--- src/rtl/spike_router.sv ---
// N-core spike interconnect: address-decoded routing, per-destination round-robin
// arbitration and a show-ahead FIFO per destination core.
module spike_router #(
  parameter int unsigned N_CORES    = 2,
  parameter int unsigned ADDR_W     = 2,
  parameter int unsigned LOCAL_W    = 1,
  parameter int unsigned DATA_W     = 32,
  parameter int unsigned FIFO_DEPTH = 4
) (
  input  logic                                        clk,
  input  logic                                        reset,
  input  logic [N_CORES-1:0]                          src_valid,
  input  logic [N_CORES*ADDR_W-1:0]                   src_addr,
  input  logic [N_CORES*DATA_W-1:0]                   src_data,
  output logic [N_CORES-1:0]                          src_ready,
  output logic [N_CORES-1:0]                          dst_valid,
  output logic [N_CORES*ADDR_W-1:0]                   dst_addr,
  output logic [N_CORES*DATA_W-1:0]                   dst_data,
  input  logic [N_CORES-1:0]                          dst_ready,
  output logic [N_CORES-1:0]                          drop_err,
  output logic [N_CORES*($clog2(FIFO_DEPTH)+1)-1:0]   fifo_count
);

  localparam int unsigned DestW = ADDR_W - LOCAL_W;
  localparam int unsigned PtrW  = $clog2(FIFO_DEPTH);
  localparam int unsigned CntW  = PtrW + 1;
  localparam int unsigned SrcW  = $clog2(N_CORES);
  localparam int unsigned PktW  = ADDR_W + DATA_W;
  localparam int          NC    = int'(N_CORES);

  logic [DestW-1:0]   dest    [N_CORES];
  logic [N_CORES-1:0] dest_ok;
  logic [N_CORES-1:0] req     [N_CORES];  // req[d][i]: source i wants destination d
  logic [N_CORES-1:0] gnt     [N_CORES];
  logic [PktW-1:0]    win_pkt [N_CORES];
  logic [N_CORES-1:0] push, pop, full, empty;

  logic [SrcW-1:0]    rr_q     [N_CORES];
  logic [SrcW-1:0]    rr_d     [N_CORES];
  logic [PtrW-1:0]    wr_ptr_q [N_CORES];
  logic [PtrW-1:0]    wr_ptr_d [N_CORES];
  logic [PtrW-1:0]    rd_ptr_q [N_CORES];
  logic [PtrW-1:0]    rd_ptr_d [N_CORES];
  logic [CntW-1:0]    cnt_q    [N_CORES];
  logic [CntW-1:0]    cnt_d    [N_CORES];
  logic [PktW-1:0]    mem_q    [N_CORES][FIFO_DEPTH];
  logic [PktW-1:0]    mem_d    [N_CORES][FIFO_DEPTH];
  logic [N_CORES-1:0] drop_err_q, drop_err_d;

  always_comb begin
    for (int i = 0; i < NC; i++) begin
      dest[i]    = src_addr[i*ADDR_W + LOCAL_W +: DestW];
      dest_ok[i] = int'(dest[i]) < NC;
    end
  end

  // Two passes give the wrap-around scan: first sources at/after rr, then those below it.
  always_comb begin
    for (int d = 0; d < NC; d++) begin
      logic found;
      req[d]     = '0;
      gnt[d]     = '0;
      win_pkt[d] = '0;
      found      = 1'b0;
      for (int i = 0; i < NC; i++) begin
        req[d][i] = src_valid[i] & dest_ok[i] & (int'(dest[i]) == d);
      end
      for (int i = 0; i < NC; i++) begin
        if (!found && req[d][i] && (i >= int'(rr_q[d]))) begin
          gnt[d][i] = 1'b1;
          found     = 1'b1;
        end
      end
      for (int i = 0; i < NC; i++) begin
        if (!found && req[d][i] && (i < int'(rr_q[d]))) begin
          gnt[d][i] = 1'b1;
          found     = 1'b1;
        end
      end
      for (int i = 0; i < NC; i++) begin
        if (gnt[d][i]) begin
          win_pkt[d] = {src_addr[i*ADDR_W +: ADDR_W], src_data[i*DATA_W +: DATA_W]};
        end
      end
      full[d]  = cnt_q[d] == CntW'(FIFO_DEPTH);
      empty[d] = cnt_q[d] == '0;
      push[d]  = (|gnt[d]) & ~full[d] & reset;
      pop[d]   = ~empty[d] & dst_ready[d];
    end
  end

  // Invalid destinations are swallowed immediately and flagged per source.
  always_comb begin
    src_ready  = '0;
    drop_err_d = drop_err_q;
    for (int i = 0; i < NC; i++) begin
      if (!dest_ok[i]) begin
        src_ready[i]  = reset;
        drop_err_d[i] = drop_err_q[i] | src_valid[i];
      end else begin
        for (int d = 0; d < NC; d++) begin
          if (gnt[d][i] && !full[d]) src_ready[i] = reset;
        end
      end
    end
  end

  always_comb begin
    mem_d = mem_q;
    for (int d = 0; d < NC; d++) begin
      rr_d[d]     = rr_q[d];
      wr_ptr_d[d] = wr_ptr_q[d];
      rd_ptr_d[d] = rd_ptr_q[d];
      cnt_d[d]    = cnt_q[d];
      if (push[d]) begin
        mem_d[d][wr_ptr_q[d]] = win_pkt[d];
        wr_ptr_d[d]           = wr_ptr_q[d] + PtrW'(1);
        for (int i = 0; i < NC; i++) begin
          if (gnt[d][i]) rr_d[d] = (i == NC - 1) ? '0 : SrcW'(i + 1);
        end
      end
      if (pop[d]) rd_ptr_d[d] = rd_ptr_q[d] + PtrW'(1);
      unique case ({push[d], pop[d]})
        2'b10:   cnt_d[d] = cnt_q[d] + CntW'(1);
        2'b01:   cnt_d[d] = cnt_q[d] - CntW'(1);
        default: cnt_d[d] = cnt_q[d];
      endcase
    end
  end

  always_ff @(posedge clk) begin
    if (!reset) begin
      for (int d = 0; d < NC; d++) begin
        rr_q[d]     <= '0;
        wr_ptr_q[d] <= '0;
        rd_ptr_q[d] <= '0;
        cnt_q[d]    <= '0;
      end
      drop_err_q <= '0;
    end else begin
      for (int d = 0; d < NC; d++) begin
        rr_q[d]     <= rr_d[d];
        wr_ptr_q[d] <= wr_ptr_d[d];
        rd_ptr_q[d] <= rd_ptr_d[d];
        cnt_q[d]    <= cnt_d[d];
      end
      drop_err_q <= drop_err_d;
    end
  end

  // Payload storage needs no reset; heads are qualified by dst_valid.
  always_ff @(posedge clk) begin
    mem_q <= mem_d;
  end

  always_comb begin
    dst_valid  = '0;
    dst_addr   = '0;
    dst_data   = '0;
    fifo_count = '0;
    for (int d = 0; d < NC; d++) begin
      dst_valid[d]                  = ~empty[d];
      dst_addr[d*ADDR_W +: ADDR_W]  = mem_q[d][rd_ptr_q[d]][PktW-1 -: ADDR_W];
      dst_data[d*DATA_W +: DATA_W]  = mem_q[d][rd_ptr_q[d]][DATA_W-1:0];
      fifo_count[d*CntW +: CntW]    = cnt_q[d];
    end
  end

  assign drop_err = drop_err_q;

endmodule

--- config.mk ---
export PLATFORM = sky130hd
export DESIGN_NAME = spike_router
export DESIGN_NICKNAME = d
export VERILOG_FILES = /design/src/rtl/spike_router.sv
export SDC_FILE = /design/constraint.sdc
export NUM_CORES = 1
export LEC_CHECK = 0
export CAP_MARGIN = 20
export CORE_UTILIZATION = 25
export CTS_CLUSTER_SIZE = 40
export DETAILED_ROUTE_END_ITERATION = 7
export HOLD_SLACK_MARGIN = 0.03
export PLACE_DENSITY = 0.5
export SLEW_MARGIN = 20
export SYNTH_ARGS = -nofsm -noshare
export SYNTH_HDL_FRONTEND = slang
export SYNTH_SLANG_ARGS = --single-unit
--- constraint.sdc ---
create_clock -name clk -period 5.54 [get_ports clk]
set_clock_uncertainty 0.2 [all_clocks]
set_input_delay 0.831 -clock clk [delete_from_list [all_inputs] [get_ports clk]]
set_output_delay 0.831 -clock clk [all_outputs]
set_load 0.03 [all_outputs]
Yosys cells after proc, flatten, opt, wreduce, memory -nomap -nowiden
Memory sizes are Yosys's and may differ from the RTL's.
Cells that the tools add are included.
W data, S select, Z words.
- register bits: 272
- bits in latches: 0
- RAM bits: 16
- bits in read-only memories: 0
- output and inout bits: 80
- memories: 4
- add/sub/neg operators: 8
- multiply operators: 0
- divide/modulo/power cells: 0
- order comparisons: 10
- eq/ne operators: 6
- shift operators: 0
- multiplexer cells: 50
- bitwise gates (word level): 28
- reduce and logical (&&, ||, !) cells: 24
- memories (memory ; depth ; bits a word ; read ports ; clocked after memory_dff ; wr ports ; line ; RTL):
    cnt_q ; 2 ; 3 ; 2 ; 0 ; 2 ; 44 ; logic [CntW-1:0] cnt_q [N_CORES];
    rd_ptr_q ; 2 ; 2 ; 2 ; 0 ; 2 ; 42 ; logic [PtrW-1:0] rd_ptr_q [N_CORES];
    wr_ptr_q ; 2 ; 2 ; 2 ; 0 ; 2 ; 40 ; logic [PtrW-1:0] wr_ptr_q [N_CORES];
    rr_q ; 2 ; 1 ; 2 ; 0 ; 2 ; 38 ; logic [SrcW-1:0] rr_q [N_CORES];
- operators by type and width (cell ; number):
    $mux W34 ; 10
    $bwmux W136 ; 2
    $bmux W34 S2 ; 2
    $demux W34 S2 ; 2
    $mux W1 ; 22
    $mux W2 ; 8
    $logic_and A1 B1 Y1 ; 14
    $ge A3 B3 Y1 const B ; 4
    $not A2 Y3 ; 4
    $pmux W3 S2 ; 2
    $and A1 B1 Y1 ; 10
    $add A2 B1 Y2 const B ; 4
    $or A1 B1 Y1 ; 8
    $add A3 B1 Y3 const B ; 2
    $eq A3 B3 Y1 const B ; 2
    $logic_not A1 Y1 ; 6
    $logic_not A3 Y1 ; 2
    $lt A3 B1 Y1 const B ; 2
    $mux W3 ; 2
    $not A1 Y1 ; 6
    $sub A3 B1 Y3 const B ; 2
    $eq A2 B1 Y1 const B ; 2
    $eq A2 B2 Y1 const B ; 2
    $reduce_or A2 Y1 ; 2
    2 further kinds ; 4

Depth between registers and ports, before layout
- depth in word-level cells: 17
- gate-level depth with buffers: 9
- mapped depth without buffers: 9

Least setup slack after synthesis
No wires, ideal clock.
- kind: input-to-reg
- start: input src_addr[1]
- end: register mem_q[136] (netlist bit), enable pin
- setup time: 394 ps
- data arrival time: 2243 ps
- data required time: 4946 ps
- setup slack: 2703 ps
- stages: 3
- path buffers: 0
- cell sequence: nand2b_2 a21oi_2 and3_1
- word-level cells in the longest chain between the ends: 14
- RTL lines (item ; line ; RTL):
    start: declaration ; 13 ; input logic [N_CORES*ADDR_W-1:0] src_addr,
    $not A1 Y1 (*) ; 66 ; req[d][i] = src_valid[i] & dest_ok[i] & (int'(dest[i]) == d);
    $and A1 B1 Y1 (*) ; 66 ;
    $logic_and A1 B1 Y1 ; 69 ; if (!found && req[d][i] && (i >= int'(rr_q[d]))) begin
    $mux W1 ; 69 ;
    $logic_not A1 Y1 ; 69 ;
    $logic_and A1 B1 Y1 ; 69 ;
    $mux W1 ; 69 ;
    $logic_not A1 Y1 ; 75 ; if (!found && req[d][i] && (i < int'(rr_q[d]))) begin
    $logic_and A1 B1 Y1 (2 in series) ; 75 ;
    $mux W1 ; 75 ;
    $reduce_or A2 Y1 (*) ; 87 ; push[d] = (|gnt[d]) & ~full[d] & reset;
    $and A1 B1 Y1 (*) (2 in series) ; 87 ;
    end signal: assignment ; 153 ; mem_q <= mem_d;
    end: declaration ; 46 ; logic [PktW-1:0] mem_q [N_CORES][FIFO_DEPTH];
Mark *: on every way between the ends. The rest lies on a longest branch, timed or not.
A chain may end at the register's enable or synchronous reset.

==> metrics <==
status complete, no violations; Clk Latency, worst-skew pair 0.55 ns; compound-gate portion of the synthesized area under 10%; Die Wd 217 µm; Max H-tree Level 1; FF-to-FF End cnt_q[0][2]$_SDFFE_PN0P_; Sw Share 29.2%; Via density 4.47; first-pass GRT wire length 41.9 mm; crit-path max FO 21; Buf+Inv Stages, Crit Path 2; postcts setup bufs 0; Total Neg Setup Slack 0 ns; Seq/Total Area, Yosys 73.4%; #FFs+latches synth 288; Fmax about 250 MHz; Hold Vio Cnt, Final 0; total CTS buffers 30; cell area after synthesis 11,600 µm²; FF-to-FF setup slack approximately 2.8 ns; combinational family with the most area after synthesis multiplexers; antenna violations before repair 9; Filler Cell Count 4,439; min Tclk post-route 4.02 ns; Worst setup EP type primary output; Max Used Layer met5; post-synthesis mux area share between 10% and 20%; post-CTS resize count 0; Hold Path Class flip-flop to flip-flop; Synth Area in Adders under 10%; Clock power frac approximately 31%; Synth Area in XOR/XNOR less than 1%; Worst-Margin Slew 1.04 ns; DRT antenna net count 0; PD cells 431 nW/µm²; most common cell after layout, fill and taps aside edfxtp_1; metal2 WL 13.2 mm; vias ~6,000; HPWL Detailed 19.0 mm; share of layout cells above drive strength 1 18.8%; CP cell instances buf_4 > mux4_2 > clkdlybuf4s50_1; Clock transition at path regs around 0.06 ns; largest net degree at the start of global routing 36; met1 WL 12.6 mm; Post-synth top flop edfxtp_1; placement row count 78; LEAKAGE 4.72 nW; number of synthesized flops with an enable pin 272; proportion of power drawn by combinational gates 27.0%; Seq pwr share about two fifths; Post-synth ARST share 0%; final setup margin 1.52 ns; Ports 154; core footprint 45,500 µm²; Port Buffers 151; Yosys Warn Count 0; Worst setup startpoint rd_ptr_q[0][0]$_SDFFE_PN0P_; Routed wire per std cell 21.4 µm; Distinct cells, synth 39; # clock sinks 288; Root Buffer clkbuf_16; final setup violation count 0; worst slew margin relative to its limit 30.7%; number of max-cap violations 0; critical path endpoint dst_data[0]; First DRT Iteration DRCs roughly 350; post-synthesis simple-gate area fraction 1.84%; worst r2r path cells 9; Met3 Wirelength 2.44 mm; nets between 800 and 900; critical path type flip-flop to primary output; Crit path depth 3; Remaining DRCs 0; Req. time, crit path roughly 4.5 ns; area grow syn2layout 27.0%; via count of the first global-routing pass just over 6,000; net switching power 1.85 mW; hold buffers post-CTS 0; RSZ-0062 raised after global routing no; drt pass-1 iters 5; worst vdd ir between 0.2 and 0.25 mV; CP startpoint kind flip-flop; Post-Place Setup Slack 1.58 ns; Chip Height 217 µm; reg2reg start cnt_q[0][2]$_SDFFE_PN0P_; Synth Instances 557; worst stage delay on the critical path 0.68 ns; Slew Limit Fails 0; GR Overflow Total 0; commonest cells after routing, fill and taps aside edfxtp_1, clkdlybuf4s50_1, mux4_2; Overall Global Routing Usage 12.1%; Avg Cell Area, Syn a little over 20 µm²; Pint 4.48 mW; gate family responsible for the most delay along the worst path buffers and inverters; HP Start wr_ptr_q[0][1]$_SDFFE_PN0P_; Initial Util 25.4%; die area 47,100 µm²; critical path's slowest cell dfxtp_2; CTS tree built; CP arrival approximately 3 ns; Final period util between 70% and 80%; routability cong. 0.789; clk buf depth 3; drt total wl 28.8 mm
[layout make-up]
class	count	area, µm²	share of cell area [%]
clock inverters	19	203	1.38
diodes	3	7.51	0.0511
inverters	11	41.3	0.281
well taps	600	751	5.11
repair buffers	164	1610	10.9
clock buffers	35	769	5.24
multi-input cells	228	2820	19.2
flip-flops and latches	288	8490	57.8
[synthesized netlist by cell type, types with 3 or more instances]
master	number	share of area, %
xor2_1	6	0.45
o21ai_0	3	0.13
edfxtp_1	272	71
mux4_2	68	13
mux2i_1	4	0.35
nor2_1	12	0.39
dfxtp_1	16	2.8
buf_2	11	0.48
clkbuf_1	3	0.097
or3_1	4	0.22
and3_1	8	0.43
nand2_1	12	0.39
buf_6	7	0.68
inv_1	11	0.36
ha_1	10	1.1
a21oi_1	4	0.17
buf_4	14	0.91
a22o_1	66	5.0
[power by group through the flow]
stage          sequential [mW]  combinational, mW  clock [mW]
2_1_floorplan             2.63               1.14           0
3_3_place_gp              2.70               1.75           0
3_5_place_dp              2.70               1.75           0
4_1_cts                   2.65               1.76        2.03
5_1_grt                   2.67               1.82        2.12
6_report                  2.64               1.71        1.98
[per-stage QoR]
step / std cells / util (%) / instance area (µm²) / hold WS, ns / power, mW
floorplan: 562 / - / 11600 / 0.268 / 3.77
global placement: 1291 / 30.2 / 13700 / 0.285 / 4.45
detailed placement: 1291 / 30.2 / 13700 / 0.296 / 4.45
CTS: 1345 / 32.3 / 14700 / 0.308 / 6.45
global route: 1345 / 32.3 / 14700 / 0.323 / 6.60
finish: 1348 / 32.3 / 14700 / 0.305 / 6.33
[cell families after synthesis]
group / count (synthesis)
other cells: 1
simple gates: 42
fa+ha+maj: 12
compound gates: 88
mux: 72
xor+xnor: 8
buf+inv: 46
flops: 288
[worst min-delay path: stages, from the launching register on]
cell     delay [ns]
dfxtp_1        0.34
nand2_1        0.06
mux2i_1        0.05
[flip-flops by register name (all words and copies together), names as in the netlist]
| register | flops |
|---|---|
| cnt_q | 6 |
| mem_q | 272 |
| rd_ptr_q | 4 |
| rr_q | 2 |
| wr_ptr_q | 4 |
[metal layers]
metal  global-route usage [%]  vias up
met5                        0        -
met4                     2.28       14
met3                     3.96       53
met2                     19.1      213
met1                     16.3     3082
li1                         -     2666
[how the worst min path moves through the flow]
| stage | endpoint | slack (ns) | cells past startpoint |
|---|---|---|---|
| finish | wr_ptr_q[0][1]$_SDFFE_PN0P_ | 0.31 | 2 |
| detailed placement | wr_ptr_q[0][0]$_SDFFE_PN0P_ | 0.30 | 2 |
| CTS | wr_ptr_q[0][1]$_SDFFE_PN0P_ | 0.31 | 2 |
| global placement | wr_ptr_q[0][3]$_SDFFE_PN0P_ | 0.29 | 2 |
| floorplan | wr_ptr_q[0][1]$_SDFFE_PN0P_ | 0.27 | 2 |
| global route | wr_ptr_q[0][1]$_SDFFE_PN0P_ | 0.32 | 2 |
(Power assumes the default switching activity.)
